--- config.mk ---
export PLATFORM = sky130hd
export DESIGN_NAME = floor_switch
export DESIGN_NICKNAME = d
export VERILOG_FILES = /design/src/rtl/floor_switch.sv
export SDC_FILE = /design/constraint.sdc
export NUM_CORES = 1
export LEC_CHECK = 0
export ABC_CLOCK_PERIOD_IN_PS = 2400
export CORE_ASPECT_RATIO = 0.6
export CORE_MARGIN = 4
export CORE_UTILIZATION = 40
export DETAILED_ROUTE_END_ITERATION = 12
export PLACE_DENSITY = 0.68
export SLEW_MARGIN = 20
export SYNTH_ARGS = -nofsm -noshare
export SYNTH_HDL_FRONTEND = slang
export SYNTH_SLANG_ARGS = --single-unit
export TNS_END_PERCENT = 30
--- constraint.sdc ---
create_clock -name clk -period 2.4 [get_ports clk]
set_input_delay 0.48 -clock clk [delete_from_list [all_inputs] [get_ports clk]]
set_output_delay 0.48 -clock clk [all_outputs]
set_load 0.02 [all_outputs]
--- src/rtl/floor_switch.sv ---
// ---------------------------------------------------------------------------
// floor_switch
//   Floor-transition controller for the tower map. Owns the current floor
//   index and the player's tile position. On an accepted stair event it fades
//   the display out, steps the floor, handshakes a map reload, places the
//   player on the matching stair of the new floor, then fades back in.
//
// Ports
//   clk, rst                 clock, asynchronous active-high reset
//   stair_up, stair_down     single-cycle stair pulses from the movement logic
//   move_valid, move_x/_y    player tile update, honoured only while idle
//   pos_down_*/pos_up_*      stair coordinates for the current floor (comb.)
//   floor                    current floor index, drives the stair lookup
//   player_x, player_y       player tile
//   load_req / load_ack      map reload handshake
//   fade                     display brightness, 7 = full, 0 = black
//   busy                     high while a transition is in progress
// ---------------------------------------------------------------------------
module floor_switch #(
  parameter int MAX_FLOOR   = 1,
  parameter int FADE_CYCLES = 16,
  parameter int START_X     = 1,
  parameter int START_Y     = 11
) (
  input  logic        clk,
  input  logic        rst,
  input  logic        stair_up,
  input  logic        stair_down,
  input  logic        move_valid,
  input  logic [3:0]  move_x,
  input  logic [3:0]  move_y,
  input  logic [3:0]  pos_down_x,
  input  logic [3:0]  pos_down_y,
  input  logic [3:0]  pos_up_x,
  input  logic [3:0]  pos_up_y,
  output logic [15:0] floor,
  output logic [3:0]  player_x,
  output logic [3:0]  player_y,
  output logic        load_req,
  input  logic        load_ack,
  output logic [2:0]  fade,
  output logic        busy
);

  typedef enum logic [2:0] {
    S_IDLE, S_FADE_OUT, S_SWITCH, S_LOAD, S_PLACE, S_FADE_IN
  } state_t;

  localparam int              CW        = (FADE_CYCLES > 1) ? $clog2(FADE_CYCLES) : 1;
  localparam logic [CW-1:0]   CNT_LAST  = CW'(FADE_CYCLES - 1);
  localparam logic [15:0]     FLOOR_TOP = 16'(MAX_FLOOR);

  state_t        state_q, state_d;
  logic          dir_up_q, dir_up_d;
  logic [15:0]   floor_q, floor_d;
  logic [3:0]    px_q, px_d;
  logic [3:0]    py_q, py_d;
  logic [2:0]    fade_q, fade_d;
  logic [CW-1:0] cnt_q, cnt_d;
  logic          load_req_q, load_req_d;
  logic          busy_q, busy_d;

  logic req_up, req_dn, cnt_done;

  // Simultaneous up+down cancels; out-of-range steps are dropped here so the
  // floor arithmetic below can never wrap.
  assign req_up   = stair_up & ~stair_down & (floor_q < FLOOR_TOP);
  assign req_dn   = stair_down & ~stair_up & (floor_q != 16'd0);
  assign cnt_done = (cnt_q == CNT_LAST);

  // State and output registers
  always_ff @(posedge clk or posedge rst) begin
    if (rst) begin
      state_q    <= S_IDLE;
      dir_up_q   <= 1'b0;
      floor_q    <= 16'd0;
      px_q       <= 4'(START_X);
      py_q       <= 4'(START_Y);
      fade_q     <= 3'd7;
      cnt_q      <= '0;
      load_req_q <= 1'b0;
      busy_q     <= 1'b0;
    end else begin
      state_q    <= state_d;
      dir_up_q   <= dir_up_d;
      floor_q    <= floor_d;
      px_q       <= px_d;
      py_q       <= py_d;
      fade_q     <= fade_d;
      cnt_q      <= cnt_d;
      load_req_q <= load_req_d;
      busy_q     <= busy_d;
    end
  end

  // Next-state logic
  always_comb begin
    state_d = state_q;
    case (state_q)
      S_IDLE:     if (req_up || req_dn) state_d = S_FADE_OUT;
      // The last period at fade 0 is spent fully black before switching.
      S_FADE_OUT: if (cnt_done && fade_q == 3'd0) state_d = S_SWITCH;
      S_SWITCH:   state_d = S_LOAD;
      S_LOAD:     if (load_ack) state_d = S_PLACE;
      S_PLACE:    state_d = S_FADE_IN;
      S_FADE_IN:  if (cnt_done && fade_q == 3'd7) state_d = S_IDLE;
      default:    state_d = S_IDLE;
    endcase
  end

  // Datapath / registered-output next values
  always_comb begin
    dir_up_d   = dir_up_q;
    floor_d    = floor_q;
    px_d       = px_q;
    py_d       = py_q;
    fade_d     = fade_q;
    cnt_d      = '0;
    busy_d     = (state_d != S_IDLE);
    load_req_d = (state_d == S_LOAD);
    case (state_q)
      S_IDLE: begin
        if (move_valid) begin
          px_d = move_x;
          py_d = move_y;
        end
        if (req_up)      dir_up_d = 1'b1;
        else if (req_dn) dir_up_d = 1'b0;
      end
      S_FADE_OUT: begin
        cnt_d = cnt_done ? '0 : cnt_q + 1'b1;
        if (cnt_done && fade_q != 3'd0) fade_d = fade_q - 3'd1;
      end
      S_SWITCH: begin
        floor_d = dir_up_q ? floor_q + 16'd1 : floor_q - 16'd1;
      end
      S_PLACE: begin
        // Arriving from below lands on the new floor's down stair, and
        // vice versa. The lookup already reflects the new floor here.
        px_d = dir_up_q ? pos_down_x : pos_up_x;
        py_d = dir_up_q ? pos_down_y : pos_up_y;
      end
      S_FADE_IN: begin
        cnt_d = cnt_done ? '0 : cnt_q + 1'b1;
        if (cnt_done && fade_q != 3'd7) fade_d = fade_q + 3'd1;
      end
      default: ;
    endcase
  end

  assign floor    = floor_q;
  assign player_x = px_q;
  assign player_y = py_q;
  assign fade     = fade_q;
  assign load_req = load_req_q;
  assign busy     = busy_q;

endmodule
==> results of run 1 <==
final timing paths:
kind	startpoint	endpoint	slack (ps)	cells after the start
worst max register to register	state_q[2]	floor[13]	510	4
max in group asynchronous	rst	player_y[1]	1440	3
worst max-delay path	fade[0]	fade[0]	380	1
worst min register to register	cnt_q[3]	cnt_q[3]	500	1
worst min-delay path	cnt_q[3]	cnt_q[3]	500	1
min in group asynchronous	rst	cnt_q[2]	590	3
kinds of logic after synthesis:
| family | count (synthesis) | synth area share, % |
|---|---|---|
| multiplexers | 9 | 4.61 |
| XOR/XNOR | 20 | 8.16 |
| AND/OR/NAND/NOR | 77 | 20.9 |
| flip-flops | 37 | 43.6 |
| AO/OA/AOI/OAI | 47 | 16.2 |
| adder cells (fa/ha/maj) | 5 | 3.27 |
| buffers and inverters | 16 | 3.38 |
registers in the layout, summed over array words and instances (netlist names):
signal    flops
cnt_q         4
player_x      4
busy          1
load_req      1
player_y      4
state_q       3
floor        16
dir_up_q      1
fade          3
layout by cell type (no fill, tap or decap), types with 4 or more instances in the layout:
| master | instances |
|---|---|
| o22ai_1 | 11 |
| nor3_1 | 9 |
| clkdlybuf4s50_1 | 58 |
| nand3_1 | 7 |
| a21oi_1 | 10 |
| or3_1 | 4 |
| mux2_2 | 7 |
| xor2_1 | 11 |
| o21ai_0 | 4 |
| clkbuf_8 | 6 |
| nand4_1 | 5 |
| xnor2_1 | 9 |
| and4_1 | 5 |
| dfrtp_1 | 30 |
| nor2_1 | 13 |
| a22oi_1 | 6 |
| nand2_1 | 10 |
| dfstp_2 | 7 |
| ha_1 | 4 |
| buf_4 | 4 |
| and3_1 | 5 |
power by group through the flow:
stage | combinational, mW | clock, mW | sequential, mW
4_1_cts | 1.05 | 0.581 | 0.988
6_report | 1.05 | 0.565 | 0.989
3_3_place_gp | 1.03 | 0 | 0.990
2_1_floorplan | 0.637 | 0 | 1.02
5_1_grt | 1.14 | 0.614 | 1.02
3_5_place_dp | 1.05 | 0 | 0.997
final cells by class:
| cell class | instances | area, um^2 | share of cell area (%) |
|---|---|---|---|
| clock buffer | 6 | 82.6 | 2.85 |
| clock inverter | 2 | 37.5 | 1.29 |
| inverter | 4 | 15.0 | 0.517 |
| multi-input combinational | 158 | 1140 | 39.2 |
| sequential | 37 | 935 | 32.2 |
| tap | 66 | 82.6 | 2.85 |
| timing repair buffer | 62 | 611 | 21.0 |
metrics by stage:
stage	instances	utilization (%)	hold WS [ps]	total power, mW	cell area (um^2)
6_report	335	56.6	502	2.60	2900
5_1_grt	335	56.6	516	2.78	2900
4_1_cts	335	56.6	494	2.62	2900
3_5_place_dp	327	54.2	480	2.05	2780
3_3_place_gp	327	54.2	477	2.02	2780
2_1_floorplan	211	-	452	1.66	2150
layer usage:
layer / track usage [%] / up-vias / wire length, um
met5: 0 / - / 0
met4: 4.75 / 0 / 36
met3: 4.41 / 4 / 421
met2: 23.3 / 61 / 2150
met1: 26.1 / 887 / 2710
li1: - / 904 / -
==> run_results.csv, run 1 <==
group,metric,value,unit
status,status,"complete, no violations",
place,port_buffers,58,
worst_setup_path,critPathSlowestCell,"clkdlybuf4s50_1",
synthesis,yosys-top-cells-count,"dfrtp_1 (30), nor2_1 (13), o22ai_1 (11), xor2_1 (11)",
clocking,postCtsHoldBufs,0,
synthesis,synthesis.nets,246,
run,drv_cap,0,
route,detail-route-antenna-nets,0,
synthesis,synth_flop_cell,"dfrtp_1",
worst_setup_path,cp.buffers_inverters,1,
clocking,cts.path.max_buffers,2,
synthesis,syn-instance-count,211,
pwr,clkPwrFrac,21.7,%
timing,setup_viol,0,
synthesis,synth.area.top_cells,"dfrtp_1 (35%), dfstp_2 (8.6%), xor2_1 (4.5%)",
global_routing,grt-ovfl-total,0,
cells_and_area,syn2layout_area_growth,35.2,%
synthesis,synth.distinct_cells,48,
route,num_vias,1856,
global_routing,grt_pass1_vias,1771,
pwr,p_leak,1.23,nW
floorplan,die_h,64.7,um
pwr,powerDensity,896,nW/um^2
route,first_iter_violations,85,
min_path,hold_path_class,"flip-flop to flip-flop",
worst_setup_path,cp_cell_sequence,"clkdlybuf4s50_1",
timing,hold_viol_final,0,
synthesis,netlist.area_leader.share,35.0,%
timing,finalSetupTns,0,ps
timing,fin_crit,2020,ps
timing,finClkSkew,9.14,ps
clocking,cts_made_buffers,5,
clocking,cts_htree_levels,2,
worst_setup_path,cpPeakStageDelay,640,ps
timing,tightest_slew,670,ps
route,routedWlPerCell,15.9,um
route,firstDrtPassIters,4,
synthesis,yosysWarnings,0,
synthesis,synth_area_leader_cell,"dfrtp_1",
pwr,comb_power_share,40.2,%
timing,rsz0062_at_grt,"no",
clocking,cts_resized,0,
route,wl,5320,um
timing,slew_viol_final,0,
pwr,switchingPower,952,uW
worst_setup_path,crit_family,"buffers and inverters",
global_routing,antenna_found_initial,0,
worst_setup_path,crit_path_end_kind,"output port",
timing,layout_setup_ws,378,ps
floorplan,die_w,103,um
route,drc,0,
pwr,internal_power,1.65,mW
clocking,post_cts_buffers,0,
place,dp_hpwl,3970,um
floorplan,dieArea,6640,um^2
timing,period_share,84.3,%
synthesis,yosysSeqAreaShare,43.6,%
worst_setup_path,critPathLaunchType,"flip-flop",
place,dpl_worst_slack,504,ps
worst_setup_path,crit_fanout,7,
place,globalplace.congestion,0.761,
floorplan,io_pins,59,
synthesis,syn_area,2150,um^2
synthesis,ys_seq_elements,37,
synthesis,yosysMostFrequentCell,"dfrtp_1",
worst_setup_path,worst-setup-path-type,"flip-flop to output port",
clocking,clkTransAtPathRegs,80,ps
route,vias_per_cell,5.54,
clocking,cts_tree,"yes",
clocking,cts_root_buffer,"clkbuf_8",
clocking,clkSinkCount,37,
global_routing,grt_pass1_wl,8850,um
synthesis,synth-edff-count,0,
cells_and_area,diodes,0,
timing,relSlewSlack,55.4,%
floorplan,start_util,41.8,%
synthesis,async_flop_share,100,%
global_routing,grt_max_degree,38,
pwr,vdd_drop_max,507,uV
timing,fmax,0.495,GHz
floorplan,core,5130,um^2
cells_and_area,nNetsFinal,303,
worst_setup_path,arrival,1540,ps
worst_setup_path,cp_data_required_time,1920,ps
cells_and_area,drive_gt1_share,12.6,%
floorplan,rows,20,
cells_and_area,fillerInstances,445,
clocking,clock_latency,290,ps
pwr,pwr-share-seq,38.1,%
pwr,swShare,36.6,%
synthesis,avgSynthCellArea,10.2,um^2
global_routing,grtUsageTotal,17.0,%
Power figures use the tool's default switching activity.
==> run 2, diff against run 1 <==
--- a/config.mk
+++ b/config.mk
@@ -5,7 +5,7 @@
 export SDC_FILE = /design/constraint.sdc
 export NUM_CORES = 1
 export LEC_CHECK = 0
-export ABC_CLOCK_PERIOD_IN_PS = 2400
+export ABC_CLOCK_PERIOD_IN_PS = 1950
 export CORE_ASPECT_RATIO = 0.6
 export CORE_MARGIN = 4
 export CORE_UTILIZATION = 40
==> constraint.sdc (replaced) <==
create_clock -name clk -period 1.95 [get_ports clk]
set_input_delay 0.39 -clock clk [delete_from_list [all_inputs] [get_ports clk]]
set_output_delay 0.39 -clock clk [all_outputs]
set_load 0.02 [all_outputs]
==> run 2 against run 1 <==
  * Critical endpoint is now fade[2]
  * Register-to-register slack got worse by 320 ps
  * Clock-buffer cell count unchanged
  * Flip-flop and latch count unchanged
  * Combinational power rose by 29%
  * Clock skew shrank 2.0 ps
  * Clock power decreased by 8.5%
  * Cell area up 0.43%
  * Wire length down 3.6%
==> run_results.csv, run 2 (synthesized netlist as in run 1, its figures left out) <==
group,metric,value,unit
clocking,clkSinkCount,37,
floorplan,core,5130,um^2
timing,fmax,0.533,GHz
floorplan,rows,20,
global_routing,grt_pass1_vias,1791,
route,wl,5130,um
timing,hold-worst-slack,501,ps
cells_and_area,largest_reg_flops,16,
worst_setup_path,cp_cell_sequence,"clkdlybuf4s50_1",
cells_and_area,stdcell_area,2910,um^2
worst_setup_path,cp.buffers_inverters,1,
worst_setup_path,critPathSlowestCell,"clkdlybuf4s50_1",
worst_setup_path,reg2reg_slack,190,ps
timing,tightest_slew,466,ps
worst_setup_path,reg2regPathDepth,4,
clocking,cts_root_buffer,"clkbuf_8",
pwr,p_leak,1.28,nW
place,dp_hpwl,3770,um
clocking,cts.path.max_buffers,2,
clocking,post_cts_buffers,0,
place,globalplace.congestion,0.794,
pwr,vdd_drop_max,784,uV
cells_and_area,syn2layout_area_growth,35.8,%
timing,finalSetupTns,0,ps
worst_setup_path,cpPeakStageDelay,620,ps
pwr,powerDensity,1050,nW/um^2
floorplan,start_util,41.8,%
timing,period_share,96.3,%
cells_and_area,multi_input_area,1140,um^2
timing,fin_crit,1880,ps
cells_and_area,fillerInstances,456,
min_path,min_to,"cnt_q[3]",
clocking,cts_made_buffers,5,
worst_setup_path,cp_data_required_time,1560,ps
cells_and_area,nNetsFinal,309,
timing,rsz0062_at_grt,"no",
global_routing,antenna_found_initial,0,
cells_and_area,layout.area.seq,935,um^2
worst_setup_path,critPathLaunchType,"flip-flop",
floorplan,die_w,103,um
floorplan,io_pins,59,
cells_and_area,drive_gt1_share,14.2,%
route,detail-route-antenna-nets,0,
global_routing,grt-ovfl-total,0,
place,placedInstanceArea,2830,um^2
route,routedWlPerCell,15.0,um
timing,slew_viol_final,0,
min_path,hp-start,"cnt_q[3]",
min_path,hold_path_class,"flip-flop to flip-flop",
timing,layout_setup_ws,72.6,ps
clocking,clock_latency,290,ps
worst_setup_path,worstReg2RegStart,"dir_up_q",
global_routing,grt_max_degree,38,
status,status,"complete, no violations",
min_path,hold_depth,1,
clocking,cts_resized,0,
worst_setup_path,crit_fanout,6,
worst_setup_path,crit_path_end_kind,"output port",
timing,hold_viol_final,0,
cells_and_area,layout_common_cells,"clkdlybuf4s50_1 (56), dfrtp_1 (30), nor2_1 (13)",
run,drv_cap,0,
worst_setup_path,rr_endpoint,"floor[13]",
global_routing,grt_pass1_wl,8580,um
clocking,cts_tree,"yes",
timing,finClkSkew,7.17,ps
place,port_buffers,58,
place,dpl_worst_slack,206,ps
floorplan,die_h,64.7,um
worst_setup_path,crit_family,"buffers and inverters",
route,firstDrtPassIters,5,
timing,relSlewSlack,68.7,%
cells_and_area,diodes,0,
cells_and_area,mostFrequentLayoutCell,"clkdlybuf4s50_1",
clocking,clkTransAtPathRegs,70,ps
cells_and_area,utilization,56.8,%
clocking,postCtsHoldBufs,0,
worst_setup_path,arrival,1490,ps
worst_setup_path,worst-setup-path-type,"flip-flop to output port",
route,drc,0,
route,num_vias,1825,
timing,setup_viol,0,
clocking,cts_htree_levels,2,
global_routing,grtUsageTotal,16.6,%
route,vias_per_cell,5.35,
route,first_iter_violations,87,
floorplan,dieArea,6640,um^2
run 2: where the power goes:
part | switching (mW) | internal [mW] | total, mW
Sequential | 0.208 | 0.977 | 1.18
Clock | 0.269 | 0.248 | 0.517
Combinational | 0.675 | 0.679 | 1.35
run 2: through the flow:
stage | total power, mW | instances
floorplan | 2.04 | 211
global placement | 2.54 | 333
detailed placement | 2.56 | 333
CTS | 3.10 | 341
global route | 3.30 | 341
finish | 3.06 | 341
run 2: layer usage:
layer  track usage (%)  share of wire, %  wire length (um)
met5                 0                 0                 0
met4              4.75              0.74                38
met1              25.9                54              2770
met3              5.48               6.9               356
met2              21.3                38              1960
run 2: area by class of cell:
class,count,share of cell area (%)
inverters,4,0.515
clock buffers,6,2.49
flip-flops and latches,37,32.1
well taps,66,2.83
multi-input cells,158,39.1
clock inverters,2,0.343
repair buffers,68,22.7
run 2: worst max-delay path by stage:
stage,startpoint,endpoint,slack [ps],depth (start not counted)
floorplan,state_q[2],fade[2],240,6
global placement,dir_up_q,floor[13],230,4
detailed placement,dir_up_q,floor[13],210,4
CTS,fade[0],fade[0],0.8,1
global route,fade[2],fade[2],1,1
finish,fade[2],fade[2],70,1
==> run 3, diff against run 2 <==
--- a/config.mk
+++ b/config.mk
@@ -5,12 +5,11 @@
 export SDC_FILE = /design/constraint.sdc
 export NUM_CORES = 1
 export LEC_CHECK = 0
-export ABC_CLOCK_PERIOD_IN_PS = 1950
 export CORE_ASPECT_RATIO = 0.6
 export CORE_MARGIN = 4
 export CORE_UTILIZATION = 40
 export DETAILED_ROUTE_END_ITERATION = 12
-export PLACE_DENSITY = 0.68
+export PLACE_DENSITY = 0.69
 export SLEW_MARGIN = 20
 export SYNTH_ARGS = -nofsm -noshare
 export SYNTH_HDL_FRONTEND = slang
==> run 3 against run 2 <==
  * Clock power is 33% higher
  * Via count is 0.16% higher
  * Cell area is 1.4% higher
  * Clock skew hardly changed
  * Non-clock buffer count stayed put
  * Final cell count stayed put
==> run_results.csv, run 3 (synthesized netlist as in run 1, its figures left out) <==
group,metric,value,unit
timing,finClkSkew,6.92,ps
clocking,clock_latency,290,ps
pwr,p_leak,1.30,nW
floorplan,io_pins,59,
min_path,hold_path_class,"flip-flop to flip-flop",
floorplan,dieArea,6640,um^2
pwr,clkPwrFrac,21.2,%
timing,finalSetupTns,0,ps
place,port_buffers,58,
route,detail-route-antenna-nets,0,
worst_setup_path,cp_cell_sequence,"clkdlybuf4s50_1",
global_routing,antenna_found_initial,0,
place,place_inst,333,
clocking,clkTransAtPathRegs,70,ps
cells_and_area,diodes,0,
pwr,vdd_drop_max,581,uV
clocking,cts.path.max_buffers,2,
global_routing,grt_pass1_vias,1773,
worst_setup_path,crit_path_end_kind,"output port",
place,globalplace.congestion,0.769,
worst_setup_path,cp.buffers_inverters,1,
clocking,postCtsHoldBufs,0,
clocking,clkSinkCount,37,
worst_setup_path,critPathSlowestCell,"clkdlybuf4s50_1",
global_routing,grt_pass1_wl,8790,um
cells_and_area,syn2layout_area_growth,37.7,%
timing,slew_viol_final,0,
place,dp_hpwl,3860,um
place,placedInstanceArea,2830,um^2
timing,relSlewSlack,67.9,%
timing,tightest_slew,482,ps
route,routedWlPerCell,15.2,um
timing,fmax,0.531,GHz
floorplan,die_h,64.7,um
cells_and_area,mostFrequentLayoutCell,"clkdlybuf4s50_1",
floorplan,rows,20,
route,first_iter_violations,84,
clocking,cts_made_buffers,5,
worst_setup_path,crit_fanout,6,
timing,setup_viol,0,
worst_setup_path,critPathLaunchType,"flip-flop",
pwr,powerDensity,1090,nW/um^2
cells_and_area,nNetsFinal,309,
global_routing,grtUsageTotal,16.7,%
pwr,pwr-share-seq,36.7,%
route,firstDrtPassIters,4,
pwr,internal_power,2.08,mW
timing,rsz0062_at_grt,"no",
status,status,"complete, no violations",
cells_and_area,largest_reg_flops,16,
global_routing,grt_max_degree,38,
run,drv_cap,0,
timing,period_share,96.6,%
clocking,cts_root_buffer,"clkbuf_8",
cells_and_area,stdcell_area,2960,um^2
pwr,comb_power_share,42.0,%
route,wl,5180,um
route,drc,0,
cells_and_area,layout_common_cells,"clkdlybuf4s50_1 (56), dfrtp_1 (29), nor2_1 (13)",
cells_and_area,stdcell_count,341,
floorplan,start_util,41.8,%
cells_and_area,drive_gt1_share,14.9,%
clocking,cts_htree_levels,2,
route,vias_per_cell,5.36,
route,num_vias,1828,
worst_setup_path,worst-setup-path-type,"flip-flop to output port",
global_routing,grt-ovfl-total,0,
worst_setup_path,cp_data_required_time,1560,ps
timing,hold_viol_final,0,
worst_setup_path,crit_family,"buffers and inverters",
floorplan,die_w,103,um
floorplan,core,5130,um^2
clocking,cts_tree,"yes",
worst_setup_path,arrival,1490,ps
worst_setup_path,cpPeakStageDelay,620,ps
pwr,swShare,35.8,%
pwr,switchingPower,1.16,mW
timing,fin_crit,1880,ps
[run 3: cell types whose count changed in the layout (fill, tap and decap cells not counted)]
cell	delta
clkinv_2	-2
nor4_1	-1
bufinv_16	+1
dfrtp_1	-1
dfrtp_2	+1
clkbuf_8	+1
nor4_2	+1
[run 3: worst paths after layout]
check	from	end	slack, ps	cells after the start
max in group asynchronous	rst	player_y[1]	1090	3
worst max register to register	floor[0]	floor[14]	280	6
worst min register to register	cnt_q[3]	cnt_q[3]	490	1
worst min-delay path	cnt_q[3]	cnt_q[3]	490	1
min in group asynchronous	rst	floor[0]	500	3
worst max-delay path	fade[2]	fade[2]	70	1
[run 3: per-stage QoR]
step | util [%] | power (mW) | hold slack [ps] | setup WS [ps]
after floorplan | - | 2.04 | 452 | 237
after global routing | 57.6 | 3.46 | 517 | 9.57
final | 57.6 | 3.23 | 494 | 65.9
after detailed placement | 55.1 | 2.56 | 476 | 186
after global placement | 55.1 | 2.53 | 483 | 242
after CTS | 57.4 | 3.26 | 494 | 17.6
[run 3: area by class of cell]
cell class | count | area, um^2
Fill cell | 443 | 2170
Multi-Input combinational cell | 158 | 1140
Sequential cell | 37 | 936
Timing Repair Buffer | 68 | 661
Clock buffer | 7 | 86.3
Tap cell | 66 | 82.6
Clock inverter | 1 | 30.0
Inverter | 4 | 15.0
[run 3: what timing repair did]
| action | 4_1_cts | 5_1_grt |
|---|---|---|
| endpoints found under the setup margin | 0 | 4 |
| gates resized for setup | 0 | 4 |
| buffers inserted | 0 | 0 |
[run 3: power groups by stage]
stage / clock (mW) / combinational [mW] / sequential, mW
CTS: 0.703 / 1.37 / 1.18
global placement: 0 / 1.34 / 1.18
floorplan: 0 / 0.783 / 1.26
detailed placement: 0 / 1.36 / 1.20
global route: 0.735 / 1.51 / 1.22
finish: 0.687 / 1.36 / 1.19
[run 3: metal layers]
layer	GRT usage [%]	wire length, um
met5	0	0
met4	2.45	25
met3	6.02	467
met2	23.3	2150
met1	24.9	2540
